<file path="config.mk">
export PLATFORM = sky130hd
export DESIGN_NAME = i2s_sample_packer
export DESIGN_NICKNAME = d
export VERILOG_FILES = /design/src/rtl/i2s_sample_packer.sv
export SDC_FILE = /design/constraint.sdc
export NUM_CORES = 1
export LEC_CHECK = 0
export CORE_ASPECT_RATIO = 1.75
export CORE_MARGIN = 2
export CORE_UTILIZATION = 44
export CTS_BUF_LIST = sky130_fd_sc_hd__clkbuf_4 sky130_fd_sc_hd__clkbuf_8
export DETAILED_ROUTE_END_ITERATION = 8
export HOLD_SLACK_MARGIN = 0.12
export PLACE_DENSITY = 0.78
export SETUP_SLACK_MARGIN = 0.02
export SLEW_MARGIN = 10
export SYNTH_ARGS = -nofsm -noshare
export SYNTH_HDL_FRONTEND = slang
export SYNTH_SLANG_ARGS = --single-unit
</file>
<file path="constraint.sdc">
create_clock -name clk -period 2.37 [get_ports clk]
set_input_delay 0.474 -clock clk [delete_from_list [all_inputs] [get_ports clk]]
set_output_delay 0.474 -clock clk [all_outputs]
set_load 0.02 [all_outputs]
</file>
<file path="src/rtl/i2s_sample_packer.sv">
// i2s_sample_packer
//
// Pops samples from the I2S receiver's sample FIFO (first-word fall-through), narrows
// each one to 32, 16 or 8 bits and packs the results little-endian into 32-bit words.
// The words leave on a valid/ready stream. m_last marks the last word of a frame and
// m_keep marks which bytes of a flushed partial word are valid.
//
// Optional build macro: I2S_PACK_SATURATE_EN
//   When defined, 16/8-bit narrowing clamps to the signed range instead of truncating,
//   and the extra output sat_flag reports (sticky) that a clamp has occurred.
//
// Ports:
//   clk, rst_n           clock, synchronous active-low reset
//   en                   block enable; low returns to idle and drops any partial word
//   mode                 00: 1x32, 01: 2x16, 10: 4x8 lanes, 11: same as 00
//   frame_len            words per frame (0: m_last never asserted)
//   flush                pulse; emit the current partial word
//   fifo_empty/rdata/rd  FIFO read port
//   m_valid/ready/data/keep/last  output word stream
//   busy                 high whenever the packer is not idle
//   sat_flag             (I2S_PACK_SATURATE_EN only) sticky clamp indicator

`timescale 1ns/1ps

module i2s_sample_packer #(
    parameter int unsigned DW  = 32,
    parameter int unsigned FLW = 8
) (
    input  logic           clk,
    input  logic           rst_n,
    input  logic           en,
    input  logic [1:0]     mode,
    input  logic [FLW-1:0] frame_len,
    input  logic           flush,
    input  logic           fifo_empty,
    input  logic [DW-1:0]  fifo_rdata,
    output logic           fifo_rd,
    output logic           m_valid,
    input  logic           m_ready,
    output logic [31:0]    m_data,
    output logic [3:0]     m_keep,
    output logic           m_last,
`ifdef I2S_PACK_SATURATE_EN
    output logic           sat_flag,
`endif
    output logic           busy
);

    typedef enum logic [1:0] {StIdle, StCollect, StHold} state_e;

    state_e         state_q, state_d;
    logic [1:0]     mode_q, mode_d;    // stored normalised: 11 is kept as 00
    logic [1:0]     lane_q, lane_d;
    logic [31:0]    data_q, data_d;
    logic [3:0]     keep_q, keep_d;
    logic [FLW-1:0] frame_q, frame_d;

    logic [31:0] s32;
    logic [15:0] s16;
    logic [7:0]  s8;
    logic [1:0]  lane_last;
    logic [2:0]  filled;
    logic        last_word;
    logic        pop;

    // Byte enables for a word holding n filled lanes.
    function automatic logic [3:0] keep_for(input logic [1:0] m, input logic [2:0] n);
        logic [3:0] k;
        k = 4'hF;
        case (m)
            2'b01: k = (n >= 3'd2) ? 4'hF : 4'h3;
            2'b10: begin
                case (n)
                    3'd1:    k = 4'h1;
                    3'd2:    k = 4'h3;
                    3'd3:    k = 4'h7;
                    default: k = 4'hF;
                endcase
            end
            default: k = 4'hF;
        endcase
        return k;
    endfunction

    assign s32 = fifo_rdata[31:0];

`ifdef I2S_PACK_SATURATE_EN
    logic sat_q, sat_d;
    logic clamp16, clamp8;

    // The value fits in W signed bits only if every bit above W-1 equals the sign bit.
    assign clamp16 = (s32[31:15] != {17{s32[31]}});
    assign clamp8  = (s32[31:7] != {25{s32[31]}});
    assign s16 = clamp16 ? (s32[31] ? 16'h8000 : 16'h7FFF) : s32[15:0];
    assign s8  = clamp8 ? (s32[31] ? 8'h80 : 8'h7F) : s32[7:0];
    assign sat_flag = sat_q;
`else
    assign s16 = s32[15:0];
    assign s8  = s32[7:0];
`endif

    always_comb begin
        lane_last = 2'd0;
        case (mode_q)
            2'b01:   lane_last = 2'd1;
            2'b10:   lane_last = 2'd3;
            default: lane_last = 2'd0;
        endcase
    end

    assign last_word = (frame_len != '0) && (frame_q == frame_len - FLW'(1));

    always_comb begin
        state_d = state_q;
        mode_d  = mode_q;
        lane_d  = lane_q;
        data_d  = data_q;
        keep_d  = keep_q;
        frame_d = frame_q;
        filled  = {1'b0, lane_q};
        pop     = 1'b0;
`ifdef I2S_PACK_SATURATE_EN
        sat_d   = sat_q;
`endif
        if (!en) begin
            state_d = StIdle;
            lane_d  = 2'd0;
            data_d  = '0;
            keep_d  = 4'h0;
            frame_d = '0;
`ifdef I2S_PACK_SATURATE_EN
            sat_d   = 1'b0;
`endif
        end else begin
            unique case (state_q)
                StIdle: begin
                    state_d = StCollect;
                    mode_d  = (mode == 2'b11) ? 2'b00 : mode;
                    lane_d  = 2'd0;
                    data_d  = '0;
                end
                StCollect: begin
                    pop = !fifo_empty;
                    if (pop) begin
                        case (mode_q)
                            2'b01:   data_d[{lane_q[0], 4'b0000} +: 16] = s16;
                            2'b10:   data_d[{lane_q, 3'b000} +: 8] = s8;
                            default: data_d = s32;
                        endcase
`ifdef I2S_PACK_SATURATE_EN
                        if ((mode_q == 2'b01 && clamp16) || (mode_q == 2'b10 && clamp8)) begin
                            sat_d = 1'b1;
                        end
`endif
                        lane_d = lane_q + 2'd1;
                        filled = {1'b0, lane_q} + 3'd1;
                        if (lane_q == lane_last) begin
                            state_d = StHold;
                            keep_d  = 4'hF;
                        end else if (flush) begin
                            // Pop is taken first; the now-partial word is flushed.
                            state_d = StHold;
                            keep_d  = keep_for(mode_q, filled);
                        end
                    end else if (flush && lane_q != 2'd0) begin
                        state_d = StHold;
                        keep_d  = keep_for(mode_q, filled);
                    end
                end
                StHold: begin
                    if (m_ready) begin
                        state_d = StCollect;
                        lane_d  = 2'd0;
                        data_d  = '0;
                        keep_d  = 4'h0;
                        frame_d = last_word ? '0 : frame_q + FLW'(1);
                    end
                end
                default: state_d = StIdle;
            endcase
        end
    end

    always_ff @(posedge clk) begin
        if (!rst_n) begin
            state_q <= StIdle;
            mode_q  <= 2'b00;
            lane_q  <= 2'd0;
            data_q  <= '0;
            keep_q  <= 4'h0;
            frame_q <= '0;
`ifdef I2S_PACK_SATURATE_EN
            sat_q   <= 1'b0;
`endif
        end else begin
            state_q <= state_d;
            mode_q  <= mode_d;
            lane_q  <= lane_d;
            data_q  <= data_d;
            keep_q  <= keep_d;
            frame_q <= frame_d;
`ifdef I2S_PACK_SATURATE_EN
            sat_q   <= sat_d;
`endif
        end
    end

    assign fifo_rd = pop;
    assign m_valid = (state_q == StHold);
    assign m_data  = data_q;
    assign m_keep  = keep_q;
    assign m_last  = (state_q == StHold) && last_word;
    assign busy    = (state_q != StIdle);

endmodule

</file>
==> results_dict.tcl, run 1 <==
set metrics [dict create \
    outcome "finished, violations left" \
    violations "negative setup slack" \
    drt_iter0_markers 95 \
    track_usage_pct 25.7 \
    p_per_area_nw_per_um2 422 \
    finalWorstSetupSlack_ns -0.167 \
    postCtsHoldBufs 0 \
    rsz0062_at_grt "yes" \
    cts_sinks 50 \
    h-tree-depth 2 \
    worst_slew_pin_slew_ns 0.657 \
    path_clk_slew_ns 0.09 \
    min-delay-start "m_keep[0]" \
    num_io_pins 88 \
    wl_per_cell_um 16.9 \
    syn-cell-area_sq_um 2950 \
    setup_viol 2 \
    yosysWarnings 0 \
    syn_nets 417 \
    tritoncts "done" \
    ys_seq_area_share_pct 33.9 \
    dp_slack_ns -1.10 \
    numCtsBuffers 5 \
    end_kind "primary output" \
    hold_depth 2 \
    worstSetupPathType "input pin to primary output" \
    path_delay_family "simple AND/OR/NAND/NOR gates" \
    max_cap_violations 0 \
    worstPathArrival_ns 2.06 \
    rows 39 \
    fin_util_pct 67.3 \
    busiest_layer "met2" \
    r2r-end "frame_q[0]" \
    routed_wl_mm 9.53 \
    reg2reg_slack_ns -0.06 \
    stdcell_area_sq_um 4400 \
    grt.met1_usage_pct 24.5 \
    required_ns 1.90 \
    clk_latency_ns 0.31 \
    numPortBuffers 87 \
    post_synth.cell_area_avg_sq_um 8.27 \
    crit_chain "buf_6 > inv_4 > ha_4 > and2b_1 > or3_1 > a31o_1 > a211oi_2 > and2_4 > buf_6" \
    setup_tns_ns -0.302 \
    antenna_found_initial 0 \
    synth.top_cell.area_share_pct 33.9 \
    min_period_ns 2.54 \
    hold_end "m_keep[0]" \
    gp_congestion 0.903 \
    place_area_sq_um 4120 \
    max_freq_mhz 394 \
    synth_top_cell_by_area "dfxtp_1" \
    grt_pass1_wl_mm 15.0 \
    skew_ns 0.00234 \
    die-area_sq_um 7410 \
    timing.critical_path.mode_cell "buf_6" \
    drt-pass1-iter-count 4 \
    leakagePower_uw 0.00173 \
    crit_fanout 5 \
    grt_max_degree 34 \
    die-height_um 112 \
    fillers 560 \
    grt_pass1_vias 3193 \
    reg2reg_from "frame_q[5]" \
    grtUsageMet3_pct 4.31 \
    slowest_stage "or3_1" \
    fin_nets 542 \
    period_share_pct 107 \
    worst_r2r_path_depth 15 \
    ys_ff_latch 50 \
    grt_overflow_total 0 \
    cts_buffer_depth 2 \
    drive_gt1_share_pct 16.8 \
    max_slew_margin_pct 56.1 \
    hp-class "flop to flop" \
    ant_nets 0 \
    synth_top_flop_cell "dfxtp_1" \
    whs_ns 0.476 \
    drc 0 \
    slew_viol_final 0 \
    coreArea_sq_um 6540 \
    max_stage_delay_ns 0.31 \
    peakVddDrop_mv 0.375 \
    antenna_cells 0 \
    vias 3201 \
    multi_input_area_sq_um 1870 \
    hold_violations 0 \
    area.growth.synth_to_final_pct 48.9 \
    worstSetupStartpointType "input pin" \
    synth_cells 357 \
    synth-async-reset-ratio_pct 0 \
    start_util_pct 45.2 \
    met2_usage_pct 49.8 \
    ctsRootBufferMaster "clkbuf_8" \
    seqCellArea_sq_um 1000 \
    synth_edf_count 0 \
    synth.distinct_cells 51 \
    path_buf_inv 3 \
    yosys-top-cells-area "dfxtp_1 (34%), a22oi_1 (6.1%), a22o_1 (5.3%)" \
    die_width_um 65.9 \
    vias_per_cell 5.67 \
    dp_hpwl_mm 7.20 \
]
-- worst max-delay path by stage --
stage / endpoint / slack [ns] / depth (start not counted) / from
5_1_grt: m_last / -0.24 / 9 / frame_len[0]
3_3_place_gp: m_last / -1.02 / 9 / frame_len[0]
4_1_cts: m_last / -0.10 / 9 / frame_len[1]
6_report: m_last / -0.17 / 9 / frame_len[0]
2_1_floorplan: m_last / 0.03 / 7 / frame_len[0]
3_5_place_dp: m_last / -1.10 / 9 / frame_len[0]
-- metal layers --
metal	wire [um]	vias up
li1	-	1562
met1	3390	1500
met2	5340	108
met3	434	31
met4	362	0
met5	0	-
-- through the flow --
stage | power (uW) | cells
final | 1860 | 565
after global routing | 1930 | 565
after CTS | 1850 | 560
after detailed placement | 1230 | 543
after global placement | 1220 | 543
after floorplan | 1040 | 357
-- sequential cells by signal, indices dropped and copies added, names as in the netlist --
| register | flops |
|---|---|
| mode_q | 2 |
| m_data | 32 |
| state_q | 2 |
| m_keep | 4 |
| lane_q | 2 |
| frame_q | 8 |
-- area by class of cell --
class	instances	area share, %
well taps	82	2.33
repair buffers	136	28.0
inverters	19	1.73
multi-input cells	270	42.5
clock buffers	7	1.91
clock inverters	1	0.683
flip-flops and latches	50	22.8
-- cell families after synthesis --
kind of cell / Yosys count / synth area share, %
multiplexers: 2 / 0.678
adder cells (fa/ha/maj): 12 / 5.08
XOR/XNOR: 16 / 4.74
flip-flops: 50 / 33.9
buffers and inverters: 37 / 5.00
AO/OA/AOI/OAI: 123 / 30.9
AND/OR/NAND/NOR: 117 / 19.7
-- cell usage after synthesis (3+ instances only) --
library cell,n
dfxtp_1,50
nand2_1,42
a22oi_1,24
nor2_1,23
o21ai_0,23
inv_1,19
a21oi_1,18
a22o_1,18
ha_1,12
clkbuf_1,11
a221oi_1,10
nor3_1,10
a221o_1,8
xnor2_1,8
xor2_1,8
buf_2,6
nand3_1,6
nor2b_1,5
and2_1,4
a311oi_1,3
and3_1,3
and3b_1,3
nand2b_1,3
nand3b_1,3
nand4_1,3
o21bai_1,3
-- worst min-delay path, cell delays in order, from the launching register on --
cell     delay [ns]
dfxtp_1        0.33
nand2_1        0.05
a21oi_1        0.06
-- power breakdown --
group / internal (uW) / switching (uW) / total (uW) / leakage, uW
clock network: 339 / 287 / 626 / 0.0000593
logic: 184 / 189 / 373 / 0.00126
registers: 851 / 9.30 / 860 / 0.000404
-- timing repair --
action | 4_1_cts | 5_1_grt
resized for setup | 36 | 5
setup endpoints to repair | 8 | 3
pin swaps | 9 | 6
setup buffers | 9 | 5
-- layout by cell type, fill, tap and decap left out, drive strengths merged, types with 12 or more instances in the layout --
cell type,Yosys,routed
clkdlybuf4s50,0,78
inv,19,19
a22o,18,18
nor2,23,23
ha,12,12
buf,6,52
a22oi,24,24
o21ai,25,25
a21oi,18,18
nand2,42,42
dfxtp,50,50
Note: power is estimated with default switching activity, not from simulation.
==> run 2, diff against run 1 <==
--- a/config.mk
+++ b/config.mk
@@ -7,11 +7,13 @@
 export LEC_CHECK = 0
 export CORE_ASPECT_RATIO = 1.75
 export CORE_MARGIN = 2
-export CORE_UTILIZATION = 44
+export CORE_UTILIZATION = 49
 export CTS_BUF_LIST = sky130_fd_sc_hd__clkbuf_4 sky130_fd_sc_hd__clkbuf_8
+export CTS_CLUSTER_DIAMETER = 200
 export DETAILED_ROUTE_END_ITERATION = 8
+export GPL_ROUTABILITY_DRIVEN = 0
 export HOLD_SLACK_MARGIN = 0.12
-export PLACE_DENSITY = 0.78
+export PLACE_DENSITY = 0.83
 export SETUP_SLACK_MARGIN = 0.02
 export SLEW_MARGIN = 10
 export SYNTH_ARGS = -nofsm -noshare
==> constraint.sdc (replaced) <==
create_clock -name clk -period 2.8 [get_ports clk]
set_input_delay 0.56 -clock clk [delete_from_list [all_inputs] [get_ports clk]]
set_output_delay 0.56 -clock clk [all_outputs]
set_load 0.02 [all_outputs]
==> run 2 against run 1 <==
Effect of this change:
- the run now ends clean
- clock power is 18% lower
- final area down 5.1%
- largest cell class unchanged
- critical endpoint unchanged
- sequential power fell by 15%
- setup slack improved by 0.26 ns
- combinational power shrank 21%
- clock skew is 0.0023 ns higher
- power shrank 17%
- routed wire length fell by 6.5%
- final cell count shrank 4.4%
- register-to-register slack better by 0.55 ns
- critical path depth is 2 lower
==> results_dict.tcl, run 2 (synthesized netlist as in run 1, its figures left out) <==
set metrics [dict create \
    outcome "finished clean" \
    skew_ns 0.00466 \
    peakVddDrop_mv 0.331 \
    finalWorstSetupSlack_ns 0.0973 \
    worstSetupStartpointType "input pin" \
    die-height_um 107 \
    crit_fanout 4 \
    rsz0062_at_grt "no" \
    grt_overflow_total 0 \
    worst_slew_pin_slew_ns 0.656 \
    reg2reg_from "lane_q[1]" \
    min-delay-start "m_keep[0]" \
    hold_end "m_keep[0]" \
    numCtsBuffers 5 \
    cts_sinks 50 \
    period_share_pct 96.5 \
    path_clk_slew_ns 0.08 \
    tritoncts "done" \
    die_width_um 62.7 \
    grt_pass1_wl_mm 14.5 \
    required_ns 2.24 \
    numPortBuffers 87 \
    ant_nets 0 \
    vias 3191 \
    grt_max_degree 18 \
    max_slew_margin_pct 56.3 \
    fin_nets 521 \
    worstPathArrival_ns 2.14 \
    start_util_pct 50.6 \
    min_period_ns 2.70 \
    rows 37 \
    max_cap_violations 0 \
    max_stage_delay_ns 0.47 \
    dp_slack_ns -0.875 \
    hold_violations 0 \
    die-area_sq_um 6690 \
    vias_per_cell 5.91 \
    drt_iter0_markers 130 \
    hold_depth 2 \
    slowest_stage "clkdlybuf4s50_1" \
    crit_start "frame_len[6]" \
    clk_latency_ns 0.30 \
    r2r-end "m_data[6]" \
    drc 0 \
    grt_pass1_vias 3216 \
    fin_util_pct 71.6 \
    leakagePower_uw 0.00160 \
    cts_buffer_depth 2 \
    postCtsHoldBufs 0 \
    drive_gt1_share_pct 11.7 \
    path_buf_inv 2 \
    area.growth.synth_to_final_pct 41.3 \
    path_delay_family "simple AND/OR/NAND/NOR gates" \
    coreArea_sq_um 5830 \
    slew_viol_final 0 \
    seqCellArea_sq_um 1000 \
    max_freq_mhz 370 \
    wl_per_cell_um 16.5 \
    layout_commonest_cell "clkdlybuf4s50_1" \
    end_kind "primary output" \
    worst_r2r_path_depth 7 \
    routed_wl_mm 8.90 \
    p_per_area_nw_per_um2 369 \
    worstSetupPathType "input pin to primary output" \
    num_io_pins 88 \
    drt-pass1-iter-count 5 \
    hp-class "flop to flop" \
    fillers 490 \
    setup_viol 0 \
    h-tree-depth 2 \
    multi_input_area_sq_um 1830 \
    antenna_found_initial 0 \
    ctsRootBufferMaster "clkbuf_8" \
    antenna_cells 0 \
    reg2reg_slack_ns 0.49 \
    layout_common_cells "clkdlybuf4s50_1 (80), dfxtp_1 (50), nand2_1 (42)" \
    track_usage_pct 26.8 \
    dp_hpwl_mm 6.96 \
    crit_chain "clkdlybuf4s50_1 > and3b_1 > o2111a_1 > nor2_1 > a211oi_2 > and2_1 > buf_6" \
    largest_register_ffs 32 \
]
run 2: where the power goes:
group / switching (uW) / internal (uW) / total, uW
clock network: 228 / 287 / 515
logic: 151 / 145 / 296
registers: 7.82 / 720 / 728
total: 387 / 1150 / 1540
run 2: worst max path at each step:
stage / cells after the start / to
2_1_floorplan: 7 / m_last
3_3_place_gp: 9 / m_last
3_5_place_dp: 9 / m_last
4_1_cts: 9 / m_last
5_1_grt: 9 / m_last
6_report: 7 / m_last
run 2: stage by stage:
stage	std cells	hold WS [ns]	power [uW]	cell area, sq um	setup TNS, ns
2_1_floorplan	357	0.502	883	2950	0
3_3_place_gp	527	0.447	1030	4020	-0.767
3_5_place_dp	527	0.455	1030	4020	-0.875
4_1_cts	538	0.466	1540	4170	0
5_1_grt	540	0.491	1600	4180	0
6_report	540	0.470	1540	4180	0
run 2: what timing repair did:
action	4_1_cts	5_1_grt
hold endpoints to repair	0	0
setup buffers	3	2
pin swaps	3	4
endpoints found under the setup margin	1	1
gates resized for setup	18	6
run 2: area by class of cell:
class / instances / share of cell area, %
inverter: 19 / 1.71
clock inverter: 1 / 0.719
tap: 78 / 2.34
timing repair buffer: 115 / 25.5
sequential: 50 / 24.0
clock buffer: 7 / 2.01
multi-input combinational: 270 / 43.8
run 2: worst reg2reg max path: cells and delay by family (launching register included):
family | cells | cell delay, ns
AND/OR/NAND/NOR | 2 | 0.27
adder cells (fa/ha/maj) | 1 | 0.37
AO/OA/AOI/OAI | 3 | 0.93
flip-flops | 1 | 0.51
buffers and inverters | 1 | 0.13
run 2: routing by layer:
| metal | track usage [%] | vias up | share of wire [%] |
|---|---|---|---|
| met3 | 5.35 | 38 | 5.4 |
| li1 | - | 1522 | - |
| met2 | 52.2 | 132 | 55 |
| met5 | 0 | - | 0 |
| met1 | 25.4 | 1499 | 35 |
| met4 | 15.4 | 0 | 4.9 |
==> run 3, diff against run 2 <==
--- a/config.mk
+++ b/config.mk
@@ -7,13 +7,14 @@
 export LEC_CHECK = 0
 export CORE_ASPECT_RATIO = 1.75
 export CORE_MARGIN = 2
-export CORE_UTILIZATION = 49
+export CORE_UTILIZATION = 44
 export CTS_BUF_LIST = sky130_fd_sc_hd__clkbuf_4 sky130_fd_sc_hd__clkbuf_8
 export CTS_CLUSTER_DIAMETER = 200
+export CTS_CLUSTER_SIZE = 25
 export DETAILED_ROUTE_END_ITERATION = 8
 export GPL_ROUTABILITY_DRIVEN = 0
 export HOLD_SLACK_MARGIN = 0.12
-export PLACE_DENSITY = 0.83
+export PLACE_DENSITY = 0.78
 export SETUP_SLACK_MARGIN = 0.02
 export SLEW_MARGIN = 10
 export SYNTH_ARGS = -nofsm -noshare
==> constraint.sdc (replaced) <==
create_clock -name clk -period 2.2 [get_ports clk]
set_input_delay 0.44 -clock clk [delete_from_list [all_inputs] [get_ports clk]]
set_output_delay 0.44 -clock clk [all_outputs]
set_load 0.02 [all_outputs]
==> run 3 against run 2 <==
Effect of this change:
- the run now ends with negative setup slack left
- critical path depth grew 4
- utilization decreased by 4.1 points
- combinational power rose by 38%
- flip-flop and latch count stayed put
- clock skew increased by 0.0053 ns
- hold slack better by 0.0051 ns
- non-clock buffer count rose by 20
- sequential share of layout area down 1.3 points
- final cell count grew 4.4%
- die area rose by 11%
- register-to-register slack got worse by 0.28 ns
- critical path type unchanged
- largest cell class unchanged
==> results_dict.tcl, run 3 (synthesized netlist as in run 1, its figures left out) <==
set metrics [dict create \
    grt_pass1_vias 3271 \
    crit_chain "buf_8 > inv_6 > ha_4 > buf_4 > buf_4 > and3b_1 > o21ai_0 > a31o_1 > a211oi_2 > and2_4 > buf_6" \
    drc 0 \
    rsz0062_at_grt "yes" \
    die-height_um 112 \
    num_io_pins 88 \
    fin_nets 541 \
    finalWorstSetupSlack_ns -0.200 \
    track_usage_pct 24.6 \
    antenna_found_initial 0 \
    place_area_sq_um 4180 \
    grt_overflow_total 0 \
    worstSetupPathType "input pin to primary output" \
    crit_fanout 4 \
    setup_viol 1 \
    worstPathArrival_ns 1.96 \
    p_per_area_nw_per_um2 451 \
    outcome "finished, violations left" \
    tritoncts "done" \
    vias_per_cell 5.64 \
    slowest_stage "a31o_1" \
    grtUsageMet3_pct 5.81 \
    grt_max_degree 22 \
    worstSetupStartpointType "input pin" \
    layout_commonest_cell "clkdlybuf4s50_1" \
    dp_hpwl_mm 7.00 \
    drt-pass1-iter-count 4 \
    hold_violations 0 \
    vias 3181 \
    clk_latency_ns 0.32 \
    violations "negative setup slack" \
    end_kind "primary output" \
    dp_slack_ns -1.08 \
    switching_share_pct 26.5 \
    p_comb_share_pct 20.4 \
    met2_usage_pct 46.5 \
    cts_buffer_depth 2 \
    peakVddDrop_mv 0.580 \
    skew_ns 0.00998 \
    numCtsBuffers 5 \
    leakagePower_uw 0.00175 \
    period_share_pct 109 \
    p_int_uw 1460 \
    die-area_sq_um 7410 \
    max_cap_violations 0 \
    rows 39 \
    area.growth.synth_to_final_pct 49.4 \
    fillers 577 \
    clkPwrFrac_pct 33.1 \
    whs_ns 0.475 \
    min_period_ns 2.40 \
    hp-class "flop to flop" \
    largest_register_ffs 32 \
    drive_gt1_share_pct 17.0 \
    worst_slew_pin_slew_ns 0.618 \
    numPortBuffers 87 \
    drt_iter0_markers 111 \
    required_ns 1.76 \
    path_clk_slew_ns 0.09 \
    timing.critical_path.mode_cell "buf_4" \
    ant_nets 0 \
    postCtsHoldBufs 0 \
    seqCellArea_sq_um 1000 \
    max_freq_mhz 417 \
    max_slew_margin_pct 58.7 \
    p_switching_uw 528 \
    max_stage_delay_ns 0.25 \
    stdcell_area_sq_um 4410 \
    coreArea_sq_um 6540 \
    grt.met1_usage_pct 24.3 \
    slew_viol_final 0 \
    wl_per_cell_um 16.0 \
    multi_input_area_sq_um 1870 \
    start_util_pct 45.2 \
    power_frac_seq_pct 46.5 \
    die_width_um 65.9 \
    grt_pass1_wl_mm 14.4 \
    antenna_cells 0 \
    cts_sinks 50 \
    h-tree-depth 2 \
    routed_wl_mm 9.04 \
    ctsRootBufferMaster "clkbuf_8" \
    layout_common_cells "clkdlybuf4s50_1 (77), dfxtp_1 (49), buf_4 (48)" \
    busiest_layer "met2" \
]
run 3: metal layers:
metal | vias up | share of wire, %
met1 | 1499 | 37
met5 | - | 0
li1 | 1562 | -
met4 | 0 | 2.3
met3 | 18 | 5.3
met2 | 102 | 56
run 3: final cells by class:
type	count	share of cell area (%)
Clock buffer	5	1.56
Tap cell	82	2.32
Multi-Input combinational cell	270	42.4
Clock inverter	3	0.992
Timing Repair Buffer	135	28.2
Inverter	19	1.79
Sequential cell	50	22.7
run 3: worst paths after layout:
check,startpoint,end,slack (ns),cells past startpoint
worst max-delay path,frame_len[1],m_last,-0.20,11
worst max register to register,mode_q[0],m_data[22],0.21,7
worst min-delay path,m_keep[0],m_keep[0],0.48,2
worst min register to register,m_keep[0],m_keep[0],0.48,2
run 3: metrics by stage:
step | std cells | setup TNS [ns] | utilization [%] | power [uW]
after floorplan | 357 | 0 | - | 1120
after global placement | 550 | -3.66 | 63.9 | 1320
after detailed placement | 550 | -4.56 | 63.9 | 1330
after CTS | 561 | -0.279 | 66.3 | 1980
after global routing | 564 | -0.292 | 67.5 | 2070
final | 564 | -0.200 | 67.5 | 1990
run 3: timing repair:
item / CTS / global route
resized for setup: 27 / 13
pin swaps: 5 / 9
setup endpoints to repair: 9 / 13
buffers inserted: 3 / 3
run 3: critical path, delay by kind of cell:
family | cells | cell delay, ns
AND/OR/NAND/NOR | 2 | 0.33
buffers and inverters | 5 | 0.47
adder cells (fa/ha/maj) | 1 | 0.14
AO/OA/AOI/OAI | 3 | 0.57
run 3: power by group through the flow:
stage	clock network [uW]	registers (uW)	logic, uW
after floorplan	0	956	168
after global placement	0	947	376
after detailed placement	0	947	383
after CTS	667	926	390
after global routing	700	929	439
final	658	926	407
